[config.mk]
export PLATFORM = sky130hd
export DESIGN_NAME = envelope_sequencer
export DESIGN_NICKNAME = d
export VERILOG_FILES = /design/src/rtl/envelope_sequencer.sv
export SDC_FILE = /design/constraint.sdc
export NUM_CORES = 1
export LEC_CHECK = 0
export ABC_AREA = 0
export CAP_MARGIN = 10
export CELL_PAD_IN_SITES_DETAIL_PLACEMENT = 1
export CELL_PAD_IN_SITES_GLOBAL_PLACEMENT = 1
export CORE_ASPECT_RATIO = 0.5
export CORE_UTILIZATION = 37
export CTS_BUF_LIST = sky130_fd_sc_hd__clkbuf_4 sky130_fd_sc_hd__clkbuf_8
export CTS_CLUSTER_SIZE = 8
export DETAILED_ROUTE_END_ITERATION = 8
export GPL_ROUTABILITY_DRIVEN = 0
export PLACE_DENSITY_LB_ADDON = 0.3
export SLEW_MARGIN = 15
export SYNTH_ARGS = -nofsm -noshare
export SYNTH_HDL_FRONTEND = slang
export SYNTH_SLANG_ARGS = --single-unit
[constraint.sdc]
create_clock -name i_clk -period 1.7 [get_ports i_clk]
set_input_delay 0.255 -clock i_clk [delete_from_list [all_inputs] [get_ports i_clk]]
set_output_delay 0.255 -clock i_clk [all_outputs]
set_load 0.05 [all_outputs]
[src/rtl/envelope_sequencer.sv]
`default_nettype none
// ============================================================================
// Module   : envelope_sequencer
// Brief    : Per-strobe multi-step amplitude envelope player fed from a shared
//            one-cycle-latency ROM. Define ENVELOPE_SEQUENCER_LOOP_EN to loop
//            the envelope instead of sustaining its last step.
// Revision : 1.0 - initial release
// ============================================================================
module envelope_sequencer #(
    parameter int unsigned BASE_ADDRESS     = 32'h0,
    parameter int          ROM_ADDR_WIDTH   = 8,
    parameter int          ROM_DATA_WIDTH   = 16,
    parameter int          FIELD_WIDTH      = 4,
    parameter int          INSTRUMENT_WIDTH = 4,
    parameter int          STEP_WIDTH       = 4
) (
    input  logic                        i_clk,
    input  logic                        i_rst,
    input  logic                        i_load_instrument,
    input  logic [INSTRUMENT_WIDTH-1:0] i_instrument,
    input  logic                        i_note_on,
    input  logic                        i_note_off,
    input  logic                        i_strobe,
    output logic                        o_valid,
    output logic [FIELD_WIDTH-1:0]      o_amplitude,
    output logic                        o_busy,
    output logic [ROM_ADDR_WIDTH-1:0]   o_rom_addr,
    input  logic [ROM_DATA_WIDTH-1:0]   i_rom_data
);

    localparam int c_FPW       = ROM_DATA_WIDTH / FIELD_WIDTH;
    localparam int c_FSEL      = $clog2(c_FPW);
    localparam int c_IDXW      = (c_FSEL > 0) ? c_FSEL : 1;
    localparam int c_LEN_WORDS = (2 ** INSTRUMENT_WIDTH) / c_FPW;
    localparam int c_WPI       = (2 ** STEP_WIDTH) / c_FPW;
    localparam logic [ROM_ADDR_WIDTH-1:0] c_LEN_BASE = ROM_ADDR_WIDTH'(BASE_ADDRESS);
    localparam logic [ROM_ADDR_WIDTH-1:0] c_ENV_BASE = ROM_ADDR_WIDTH'(BASE_ADDRESS + c_LEN_WORDS);
    localparam logic [c_IDXW-1:0]         c_IDX_MASK = c_IDXW'(c_FPW - 1);

    typedef enum logic [2:0] {
        S_IDLE     = 3'd0,
        S_ZERO     = 3'd1,
        S_LEN_ADDR = 3'd2,
        S_LEN_READ = 3'd3,
        S_ACTIVE   = 3'd4,
        S_ENV_ADDR = 3'd5,
        S_ENV_READ = 3'd6,
        S_VALID    = 3'd7
    } state_t;

    state_t                        r_state;
    state_t                        w_next_state;
    logic [INSTRUMENT_WIDTH-1:0]   r_instrument;
    logic [INSTRUMENT_WIDTH-1:0]   r_inst_latched;
    logic [STEP_WIDTH-1:0]         r_step;
    logic [STEP_WIDTH-1:0]         r_length;
    logic                          r_release;
    logic                          r_valid;
    logic [FIELD_WIDTH-1:0]        r_amplitude;
    logic [INSTRUMENT_WIDTH-1:0]   w_note_inst;
    logic [ROM_ADDR_WIDTH-1:0]     w_len_addr;
    logic [ROM_ADDR_WIDTH-1:0]     w_env_addr;
    logic [ROM_ADDR_WIDTH-1:0]     w_rom_addr;
    logic [c_IDXW-1:0]             w_len_idx;
    logic [c_IDXW-1:0]             w_env_idx;
    logic [FIELD_WIDTH-1:0]        w_fields [c_FPW];

    generate
        for (genvar k = 0; k < c_FPW; k++) begin : g_field
            assign w_fields[k] = i_rom_data[k*FIELD_WIDTH +: FIELD_WIDTH];
        end
    endgenerate

    // A load coincident with note-on must take effect immediately.
    assign w_note_inst = i_load_instrument ? i_instrument : r_instrument;

    assign w_len_idx  = c_IDXW'(r_inst_latched) & c_IDX_MASK;
    assign w_env_idx  = c_IDXW'(r_step) & c_IDX_MASK;
    assign w_len_addr = c_LEN_BASE + ROM_ADDR_WIDTH'(r_inst_latched >> c_FSEL);
    assign w_env_addr = c_ENV_BASE + ROM_ADDR_WIDTH'(r_inst_latched * c_WPI)
                      + ROM_ADDR_WIDTH'(r_step >> c_FSEL);

    always_comb begin
        w_next_state = r_state;
        w_rom_addr   = '0;
        case (r_state)
            S_IDLE:     if (i_strobe) w_next_state = S_ZERO;
            S_ZERO:     w_next_state = S_IDLE;
            S_LEN_ADDR: begin
                w_rom_addr   = w_len_addr;
                w_next_state = S_LEN_READ;
            end
            S_LEN_READ: w_next_state = S_ACTIVE;
            S_ACTIVE:   if (i_strobe) w_next_state = r_release ? S_ZERO : S_ENV_ADDR;
            S_ENV_ADDR: begin
                w_rom_addr   = w_env_addr;
                w_next_state = S_ENV_READ;
            end
            S_ENV_READ: w_next_state = S_VALID;
            S_VALID:    w_next_state = S_ACTIVE;
            default:    w_next_state = S_IDLE;
        endcase
        if (i_note_on) w_next_state = S_LEN_ADDR;
    end

    always_ff @(posedge i_clk) begin
        if (i_rst) r_state <= S_IDLE;
        else       r_state <= w_next_state;
    end

    // Valid and the zero amplitude are registered on entry to ZERO/VALID so
    // each pulse lands in the same cycle as that state.
    always_ff @(posedge i_clk) begin
        if (i_rst) begin
            r_instrument   <= '0;
            r_inst_latched <= '0;
            r_step         <= '0;
            r_length       <= '0;
            r_release      <= 1'b0;
            r_valid        <= 1'b0;
            r_amplitude    <= '0;
        end else begin
            r_valid <= 1'b0;
            if (i_load_instrument) r_instrument <= i_instrument;
            if (i_note_on) begin
                r_inst_latched <= w_note_inst;
                r_step         <= '0;
                r_release      <= 1'b0;
            end else begin
                if (i_note_off && (r_state != S_IDLE)) r_release <= 1'b1;
                case (r_state)
                    S_IDLE: if (i_strobe) begin
                        r_valid     <= 1'b1;
                        r_amplitude <= '0;
                    end
                    S_ACTIVE: if (i_strobe && r_release) begin
                        r_valid     <= 1'b1;
                        r_amplitude <= '0;
                    end
                    S_LEN_READ: r_length <= STEP_WIDTH'(w_fields[w_len_idx]);
                    S_ENV_READ: begin
                        r_amplitude <= w_fields[w_env_idx];
                        r_valid     <= 1'b1;
                    end
                    S_VALID: begin
`ifdef ENVELOPE_SEQUENCER_LOOP_EN
                        r_step <= (r_step == r_length) ? '0 : r_step + 1'b1;
`else
                        if (r_step != r_length) r_step <= r_step + 1'b1;
`endif
                    end
                    default: ;
                endcase
            end
        end
    end

    assign o_valid     = r_valid;
    assign o_amplitude = r_amplitude;
    assign o_busy      = (r_state != S_IDLE) && (r_state != S_ACTIVE);
    assign o_rom_addr  = w_rom_addr;

endmodule
`default_nettype wire

After elaboration in Yosys (flattened, before gate mapping)
Cells that the tools add are included.
Storage, ports and cells
  flip-flop bits (word level): 25
  bits of input ports: 26
Cells by class
  add/subtract/negate cells: 3
  order comparisons: 2
  equality and inequality tests: 14
  mux-type cells: 19
  bitwise logic cells: 3
  reduce and logical (&&, ||, !) cells: 13
Operator list (count)
  2-to-1 mux 4 bit: 7
  one-hot mux 3 bit (7 select lines): 1
  binary-select mux 4 bit (select 2 bit): 2
  one-hot mux 8 bit (2 select lines): 1
  equality test 3 bit, second input constant: 4
  one-hot mux 4 bit (3 select lines): 1
  2-to-1 mux 3 bit: 3
  inequality test 3 bit, second input constant: 3
  adder 7 x 2 -> 8 bit: 1
  AND reduction 2 bit: 4
  adder 3 x 6 -> 7 bit, first input constant: 1
  equality test 3 x 2 -> 1 bit, second input constant: 2
  >= comparator 3 bit, second input constant: 2
  inequality test 2 bit, second input constant: 3
  inverter 2 -> 3 bit: 2
  nonzero test 3 bit: 2
  adder 4 x 1 -> 4 bit, second input constant: 1
  inequality test 4 bit: 1
  AND reduction 4 bit: 1
  OR reduction 2 bit: 2
  equality test 3 x 1 -> 1 bit, second input constant: 1
  logical AND 1 bit: 3
  logical NOT 3 bit: 1
  one-hot mux 1 bit (3 select lines): 1
  3 further kinds: 4

Logic depth before layout (Yosys ltp)
  word-level depth: 5
  depth in mapped cells: 5
  mapped depth without buffers: 4

Least setup slack after synthesis
No wires, ideal clock.
  kind: register -> output
  from: register r_inst_latched[0]
  to: output port o_rom_addr[5]
  arrival: 1556 ps
  required time: 1445 ps
  setup slack: -111 ps
  stages on the path, launching flop included: 5
  buffers on the path: 1
  cell sequence: dfxtp_1 > clkbuf_1 > nand3_1 > xor2_1 > nor2_1
On the way
  cells in the longest elaborated chain, start to end: 3
Ends and longest elaborated chain
  start, declared: line 54  | logic [INSTRUMENT_WIDTH-1:0] r_inst_latched;
  start signal, assigned: line 126  | r_inst_latched <= w_note_inst;
  adder 3 x 6 -> 7 bit: line 80  | assign w_env_addr = c_ENV_BASE + ROM_ADDR_WIDTH'(r_inst_latched * c_WPI)
  adder 7 x 2 -> 8 bit: line 81  | + ROM_ADDR_WIDTH'(r_step >> c_FSEL);
  one-hot mux 8 bit (2 select lines): line 86  | case (r_state)
  end, declared: line 27  | output logic [ROM_ADDR_WIDTH-1:0] o_rom_addr,
Every way passes these cells.

Final worst setup path
  from: register r_state[2]
  to: output port o_rom_addr[1]
On the way
  cells in the longest elaborated chain, start to end: 2
  elaborated cells on any way between the ends: 3
  classes of those cells: eq/ne: 2; mux: 1
Ends and longest elaborated chain
  start, declared: line 51  | state_t r_state;
  start signal, assigned: line 108  | else r_state <= w_next_state;
  equality test 3 bit / equality test 3 x 2 -> 1 bit (equally long branches): line 86
  one-hot mux 8 bit (2 select lines) (*): line 86
Mark *: on every way between the ends. The rest lies on a longest branch, timed or not.

==> metrics.cfg <==
[routing]
num_vias=1175
wirelength_um=3558
routed_via_density=5.109
drt_iter0_markers=51
ant_nets=0
drcViolationCount=0
wl_per_cell_um=15.47
drt_first_pass_iters=4

[cts]
cts_root_buf=clkbuf_8
numCtsBuffers=3
clock_latency_ns=0.27
postCtsSetupRepairBufs=0
cts_sinks=25
cts.path.max_buffers=2
cts.htree.levels=1
cts_tree=done
path_clk_slew_ns=0.09

[timing]
rsz0062_at_grt=false
finalCritPeriodShare=0.9559
setup_viol=0
finalCriticalPeriod_ns=1.625
slew_viol_final=0
fmax_mhz=615.4
hold_slack_ns=0.4788
fin_skew_ns=0.006357
fin_tns_setup_ns=0
worst_slack_ns=0.07497
hold_viol_final=0

[critical_path]
critPathCaptureType=output port
arrival_ns=1.37
path_cells=nand2_1 > nor2_1 > a22o_1 > buf_12
cp_slowest_cell=dfxtp_4
startpoint_type=register
criticalPathCategory=register to output port
slowest_delay_ns=0.42
crit_fanout=9
required_ns=1.44

[global_route]
grt.overflow.total=0
grt_usage=0.2024
grt_pass1_vias=1198
grt_max_degree=14
antenna_found_initial=0
grt_pass1_wl_um=5796

[run_status]
outcome=finished clean

[place]
place_area_um2=1932
dp_slack_ns=-0.03756
dpl.hpwl_um=2836
io_buffers=38

[logic_synthesis]
ys_seq_area_frac=0.3663
synthCells=134
synth.distinct_cells=35
synth-warning-count=0
synthesis.area_um2=1366
synth-seq-cells=25
synth_nets=162
syn_area_per_cell_um2=10.20

[floorplanning]
die_width_um=87.94
num_rows=15
fp.dieH_um=44.97
die_area_um2=3955
coreArea_um2=3491
start_util=0.3914
ios=40

[power]
power_density_nw_per_um2=633.6
power.leakage_nw=0.7553
ir_drop_v=0.0003934

[finish]
drive_above_1_share=0.3184
final_nets=208
diodes=0
area_growth_pct=47.07
design_area_um2=2009

[worst_hold_path]
min_path_type=register to register

[run]
cap_violations=0

synthesized netlist by cell type, drive strengths merged:
cell | instances | share of area
a21oi | 6 | 0.022
a22o | 2 | 0.014
a31o | 1 | 0.0064
a41oi | 1 | 0.012
and2 | 1 | 0.0046
and4bb | 1 | 0.0092
buf | 6 | 0.030
clkbuf | 4 | 0.011
conb | 1 | 0.0027
dfxtp | 25 | 0.37
ha | 2 | 0.018
inv | 1 | 0.0027
mux2i | 13 | 0.095
mux4 | 8 | 0.13
nand2 | 8 | 0.022
nand2b | 5 | 0.023
nand3 | 5 | 0.022
nand4 | 1 | 0.0046
nor2 | 19 | 0.052
nor2b | 1 | 0.0064
nor3 | 1 | 0.0037
nor3b | 2 | 0.019
nor4 | 2 | 0.020
o21ai | 2 | 0.0073
o22a | 4 | 0.026
or2 | 3 | 0.014
or3 | 2 | 0.0092
xnor2 | 6 | 0.038
xor2 | 1 | 0.0064
layout by cell type, fill, tap and decap left out, drive strengths merged:
cell type / instances
xnor2: 6
nor4: 2
nor3b: 2
nand2b: 5
or2: 3
and2: 1
or3: 2
and4bb: 1
nor2: 19
a41oi: 1
ha: 2
clkbuf: 4
mux2i: 13
conb: 1
o21ai: 2
buf: 26
nand3: 5
inv: 1
o22a: 4
a21oi: 6
nand4: 1
dfxtp: 25
clkdlybuf4s50: 25
a31o: 1
mux4: 8
nor3: 1
a22o: 2
xor2: 1
nand2: 8
nor2b: 1
flip-flops by register name, summed over array words and instances, names as in the netlist:
| register | cells |
|---|---|
| r_instrument | 4 |
| r_length | 4 |
| o_amplitude | 4 |
| o_valid | 1 |
| r_inst_latched | 4 |
| r_step | 4 |
| r_release | 1 |
| r_state | 3 |
kinds of logic (layout without fill, tap and decap cells):
logic type               count (synthesis)  after routing  synth area share
flip-flops                              25             25            0.3663
XOR/XNOR                                 7              7           0.04487
AO/OA/AOI/OAI                           16             16           0.08700
multiplexers                            21             21            0.2271
adder cells (fa/ha/maj)                  2              2           0.01831
other                                    1              1          0.002745
buffers and inverters                   11             56           0.04394
AND/OR/NAND/NOR                         51             51            0.2097
worst max-delay path, delay by kind of cell, from the launching register on:
kind | cells | cell delay [ns]
flops | 1 | 0.42
simple gates | 2 | 0.30
compound gates | 1 | 0.23
buf+inv | 1 | 0.14
repair_timing:
item	CTS	global route
gates resized for setup	10	1
hold buffers	0	0
pin swaps	0	0
endpoints found under the setup margin	7	4
cell type report:
cell class              count  area (um2)
fillers                   394        1481
multi-input cells          98       828.3
repair buffers             51       558.0
flip-flops and latches     25       506.7
well taps                  51       63.81
clock buffers               4       48.80
inverters                   1       3.754
final timing paths:
check	startpoint	endpoint	slack [ns]	cells after the start
setup / recovery	r_state[2]	o_rom_addr[1]	0.07	4
hold / removal	o_amplitude[1]	o_amplitude[1]	0.48	2
setup reg to reg	r_state[1]	r_length[3]	0.21	4
hold reg to reg	o_amplitude[1]	o_amplitude[1]	0.48	2
report_power, final:
part	switching (mW)	internal [mW]
Combinational	0.112	0.154
Clock	0.192	0.184
Sequential	0.0253	0.605
routing by layer:
metal / vias up / wire length (um) / global-route usage
li1: 567 / - / -
met1: 577 / 1723 / 0.2637
met2: 24 / 1656 / 0.3411
met3: 7 / 133 / 0.05302
met4: 0 / 44 / 0.05246
met5: - / 0 / 0
through the flow:
stage                     std cells  utilization  power [mW]
after CTS                       230       0.5753       1.287
final                           230       0.5756       1.273
after global placement          226       0.5534      0.8998
after global routing            230       0.5756       1.336
after detailed placement        226       0.5534      0.9073
after floorplan                 134            -      0.7797
Power figures use the tool's default switching activity.
==> RTL change 1, RTL diff (same flow settings) <==
Encoding of `state_t`: now Gray code (3 bits for 8 states).
--- a/src/rtl/envelope_sequencer.sv
+++ b/src/rtl/envelope_sequencer.sv
@@ -38,14 +38,14 @@
     localparam logic [c_IDXW-1:0]         c_IDX_MASK = c_IDXW'(c_FPW - 1);
 
     typedef enum logic [2:0] {
-        S_IDLE     = 3'd0,
-        S_ZERO     = 3'd1,
-        S_LEN_ADDR = 3'd2,
-        S_LEN_READ = 3'd3,
-        S_ACTIVE   = 3'd4,
-        S_ENV_ADDR = 3'd5,
-        S_ENV_READ = 3'd6,
-        S_VALID    = 3'd7
+        S_IDLE     = 3'b000,
+        S_ZERO     = 3'b001,
+        S_LEN_ADDR = 3'b011,
+        S_LEN_READ = 3'b010,
+        S_ACTIVE   = 3'b110,
+        S_ENV_ADDR = 3'b111,
+        S_ENV_READ = 3'b101,
+        S_VALID    = 3'b100
     } state_t;
 
     state_t                        r_state;
Formal check against the unedited RTL: no difference found for any inputs over 10 cycles, from zero or initial values and one cycle with i_rst high; not proved beyond that.
==> RTL change 1 against the original RTL <==
- non-clock buffer count down 1
- register-to-register slack got worse by 0.09 ns
- combinational power is 10% higher
- hold slack better by 0.0051 ns
- sequential power increased by 2%
- setup slack got worse by 0.039 ns
- synthesized area rose by 5.5%
- routed wire length is 13% higher
- sequential cell count is the same
- final area is 2.0% higher
- power grew 3.1%
- maximum frequency decreased by 2.4%
- critical path type unchanged
==> RTL change 1: results (changes against the original RTL) <==
[metrics] Reg2Reg Setup Slack: 0.12 ns (was 0.21 ns)
[metrics] largest driver fanout on the critical path: 4 (was 9)
[metrics] Leakage: 0.7974 nW (was 0.7553 nW)
[metrics] wire length of the first global-routing pass: 5920 µm (was 5796 µm)
[metrics] unique cell type count in the Yosys netlist: 37 (was 35)
[metrics] ratio of routed vias to standard cells: 5.184 (was 5.109)
[metrics] met3 routing resource usage after global routing: 3.960% (was 5.302%)
[metrics] routed wire length: 4022 µm (was 3558 µm)
[metrics] period utilization: 97.90% (was 95.59%)
[metrics] R2R depth: 5 (was 4)
[metrics] Total Routing Usage GR: 18.99% (was 20.24%)
[metrics] post-synthesis area per instance: 10.30 µm² (was 10.20 µm²)
[metrics] GR Layer Usage met2: 35.42% (was 34.11%)
[metrics] Critical R2R Capture: r_step[2]$_SDFFE_PP0P_ (was r_length[3]$_SDFFE_PP0P_)
[metrics] maximum ir drop on the vdd rail: 0.0003903 V (was 0.0003934 V)
[metrics] vias in the first global route: 1,184 (was 1,198)
[metrics] Synth top cells by count: sky130_fd_sc_hd__dfxtp_1 (25), sky130_fd_sc_hd__nor2_1 (20), sky130_fd_sc_hd__mux2i_1 (14), sky130_fd_sc_hd__nand2_1 (8), sky130_fd_sc_hd__a21oi_1 (6) (was sky130_fd_sc_hd__dfxtp_1 (25), sky130_fd_sc_hd__nor2_1 (19), sky130_fd_sc_hd__mux2i_1 (13), sky130_fd_sc_hd__mux4_2 (8), sky130_fd_sc_hd__nand2_1 (8))
[metrics] number of nets in the layout: 212 (was 208)
[metrics] share of layout cells above drive strength 1: 26.78% (was 31.84%)
[metrics] net count after synthesis: 168 (was 162)
[metrics] hold slack: 0.4839 ns (was 0.4788 ns)
[metrics] post-place instance area: 1982 µm² (was 1932 µm²)
[metrics] result of the run: finished clean (unchanged)
[metrics] DP Worst Slack: -0.04457 ns (was -0.03756 ns)
[metrics] number of DRC markers in iteration 0: 21 (was 51)
## RTL change 1: cell types whose count changed after synthesis, sizes merged, moves of 2 or more
| cell | delta |
|---|---|
| xnor2 | -5 |
| xor2 | +5 |
| o21ai | +3 |
| a22o | -2 |
| inv | +2 |
| nor4 | -2 |
| nor4b | +2 |
| or2 | -2 |
## RTL change 1: report_power, final
group / switching (mW) / internal, mW
combinational: 0.130 / 0.165
clock: 0.192 / 0.184
sequential: 0.0306 / 0.611
total: 0.352 / 0.960
## RTL change 1: final cells by class
class,instances,area (µm²)
repair buffers,50,550.5
fillers,397,1535
flip-flops and latches,25,503.0
well taps,51,63.81
inverters,3,11.26
multi-input cells,101,872.1
clock buffers,4,48.80
## RTL change 1: repair_timing
item	in CTS	in global routing
setup endpoints to repair	4	4
endpoints found under the hold margin	0	0
resized for setup	6	2
## RTL change 1: layer usage
metal	routed length [µm]	part of all wire, %
met3	132	3.3
met2	2030	50
met1	1859	46
met4	0	0
met5	0	0
## RTL change 1: logic make-up (layout without fill, tap and decap cells)
kind of cell | after synthesis | in the layout | synth area share [%]
AND/OR/NAND/NOR | 49 | 49 | 18.23
flip-flops | 25 | 25 | 34.72
multiplexers | 22 | 22 | 23.26
AO/OA/AOI/OAI | 20 | 20 | 10.42
buffers and inverters | 14 | 57 | 6.076
XOR/XNOR | 7 | 7 | 5.295
adder cells (fa/ha/maj) | 2 | 2 | 1.736
other | 1 | 1 | 0.2602
## RTL change 1: worst max-delay path by stage
stage                                    from                           to  slack [ns]
2_1_floorplan  r_inst_latched[1]$_SDFFE_PP0P_                o_rom_addr[6]        0.09
3_3_place_gp                         i_strobe  o_amplitude[1]$_SDFFE_PP0P_        0.06
3_5_place_dp                         i_strobe  o_amplitude[2]$_SDFFE_PP0P_       -0.04
4_1_cts               r_state[2]$_SDFFE_PP0P_                o_rom_addr[4]       0.007
5_1_grt        r_inst_latched[0]$_SDFFE_PP0P_                o_rom_addr[4]       -0.03
6_report       r_inst_latched[0]$_SDFFE_PP0P_                o_rom_addr[4]        0.04
## RTL change 1: critical path: stages, from the launching register on
cell and delay (ns):
sky130_fd_sc_hd__dfxtp_1 0.38, sky130_fd_sc_hd__ha_1 0.25, sky130_fd_sc_hd__xnor2_1 0.29, sky130_fd_sc_hd__nor2_4 0.06
sky130_fd_sc_hd__buf_12 0.15
==> RTL change 2, RTL diff (same flow settings) <==
Made on the original files. The parameter `STEP_WIDTH` goes from 4 to 2.
--- a/src/rtl/envelope_sequencer.sv
+++ b/src/rtl/envelope_sequencer.sv
@@ -12,7 +12,7 @@
     parameter int          ROM_DATA_WIDTH   = 16,
     parameter int          FIELD_WIDTH      = 4,
     parameter int          INSTRUMENT_WIDTH = 4,
-    parameter int          STEP_WIDTH       = 4
+    parameter int          STEP_WIDTH       = 2
 ) (
     input  logic                        i_clk,
     input  logic                        i_rst,
Check against the original RTL: not equivalent (a bounded check fails within 10 cycles, from zero or initial values and one cycle with i_rst high).
==> RTL change 2 against the original RTL <==
- final area fell by 21%
- maximum frequency rose by 1.7%
- sequential cell count fell by 4
- sequential power fell by 16%
- routed wire length fell by 23%
- die area fell by 20%
- setup slack improved by 0.028 ns
- via count fell by 19%
- synthesized area fell by 21%
- critical path depth did not move
- utilization rose by 1.3 points
- cell count fell by 21%
- power fell by 16%
- largest power group unchanged
==> RTL change 2: results (changes against the original RTL) <==
[metrics] result of the run: finished clean (unchanged)
[metrics] main area contributors after synthesis: sky130_fd_sc_hd__dfxtp_1 (39%), sky130_fd_sc_hd__mux4_2 (12%), sky130_fd_sc_hd__mux2i_1 (5.5%) (was sky130_fd_sc_hd__dfxtp_1 (37%), sky130_fd_sc_hd__mux4_2 (13%), sky130_fd_sc_hd__mux2i_1 (9.5%))
[metrics] Power Combinational: 218 µW (was 267 µW)
[metrics] wire length of the first global-routing pass: 4402 µm (was 5796 µm)
[metrics] GR Layer Usage met1: 24.01% (was 26.37%)
[metrics] routed wire length: 2746 µm (was 3558 µm)
[metrics] Layout clock area frac: 2.932% (was 2.428%)
[metrics] Synth top cells by count: sky130_fd_sc_hd__dfxtp_1 (21), sky130_fd_sc_hd__nor2_1 (13), sky130_fd_sc_hd__mux2i_1 (6), sky130_fd_sc_hd__mux4_2 (6) (was sky130_fd_sc_hd__dfxtp_1 (25), sky130_fd_sc_hd__nor2_1 (19), sky130_fd_sc_hd__mux2i_1 (13), sky130_fd_sc_hd__mux4_2 (8), sky130_fd_sc_hd__nand2_1 (8))
[metrics] Clk. pwr: 327 µW (was 376 µW)
[metrics] post-synthesis share of cell area spent on full adders, half adders and majority gates: 1.153% (was 1.832%)
[metrics] DP Worst Slack: 0.1547 ns (was -0.03756 ns)
[metrics] Non-CTS buffers: 40 (was 51)
[metrics] Layout Skew: 0.003943 ns (was 0.006357 ns)
[metrics] total of clock buffers placed in the layout: 3 (was 4)
[metrics] ratio of routed vias to standard cells: 5.225 (was 5.109)
[metrics] arrival time reported for the critical path endpoint: 1.34 ns (was 1.37 ns)
[metrics] Reg2Reg Launch Point: r_step[0]$_SDFFE_PP0P_ (was r_state[1]$_SDFFE_PP0P_)
[metrics] share of layout cells above drive strength 1: 22.07% (was 31.84%)
[metrics] unique cell type count in the Yosys netlist: 34 (was 35)
[metrics] Int Power: 795.9 µW (was 943.7 µW)
[metrics] Crit path max-delay family: simple AND/OR/NAND/NOR gates (was flip-flops)
[metrics] Total Routing Usage GR: 19.21% (was 20.24%)
[metrics] area share of buffers outside the clock network: 28.53% (was 27.77%)
[metrics] number of tap cells added at floorplan: 37 (was 51)
[metrics] maximum ir drop on the vdd rail: 0.0004251 V (was 0.0003934 V)
[metrics] vias in the first global route: 905 (was 1,198)
[metrics] sequential element share of the synthesized area: 38.75% (was 36.63%)
[metrics] post-cts sizing count: 1 (was 10)
[metrics] count of vias placed by the detailed router: 951 (was 1,175)
[metrics] complex-gate fraction of the synthesized area: 13.84% (was 8.700%)
[metrics] total placed cells including tap cells: 178 (was 226)
[metrics] multiplexer area fraction after synthesis: 17.99% (was 22.71%)
[metrics] pin count of the biggest net entering global routing: 15 (was 14)
[metrics] area of the multi-input gates: 600.6 µm² (was 828.3 µm²)
RTL change 2: changes by cell type after synthesis, moves of 4 or more:
cell and delta:
sky130_fd_sc_hd__nand2_1 -4, sky130_fd_sc_hd__mux2i_1 -7, sky130_fd_sc_hd__a32o_1 +4, sky130_fd_sc_hd__xnor2_1 -5, sky130_fd_sc_hd__nor2b_1 +4, sky130_fd_sc_hd__nor2_1 -6
sky130_fd_sc_hd__dfxtp_1 -4
RTL change 2: final timing paths:
path | endpoint | slack [ns]
setup / recovery | o_rom_addr[2] | 0.10
hold / removal | r_release$_SDFFE_PP0P_ | 0.51
setup reg to reg | o_amplitude[2]$_SDFFE_PP0P_ | 0.22
hold reg to reg | r_release$_SDFFE_PP0P_ | 0.51
RTL change 2: routing by layer:
metal | part of all wire (%) | vias to the layer above
li1 | - | 464
met1 | 49 | 461
met2 | 45 | 22
met3 | 5.3 | 4
met4 | 0.69 | 0
met5 | 0 | -
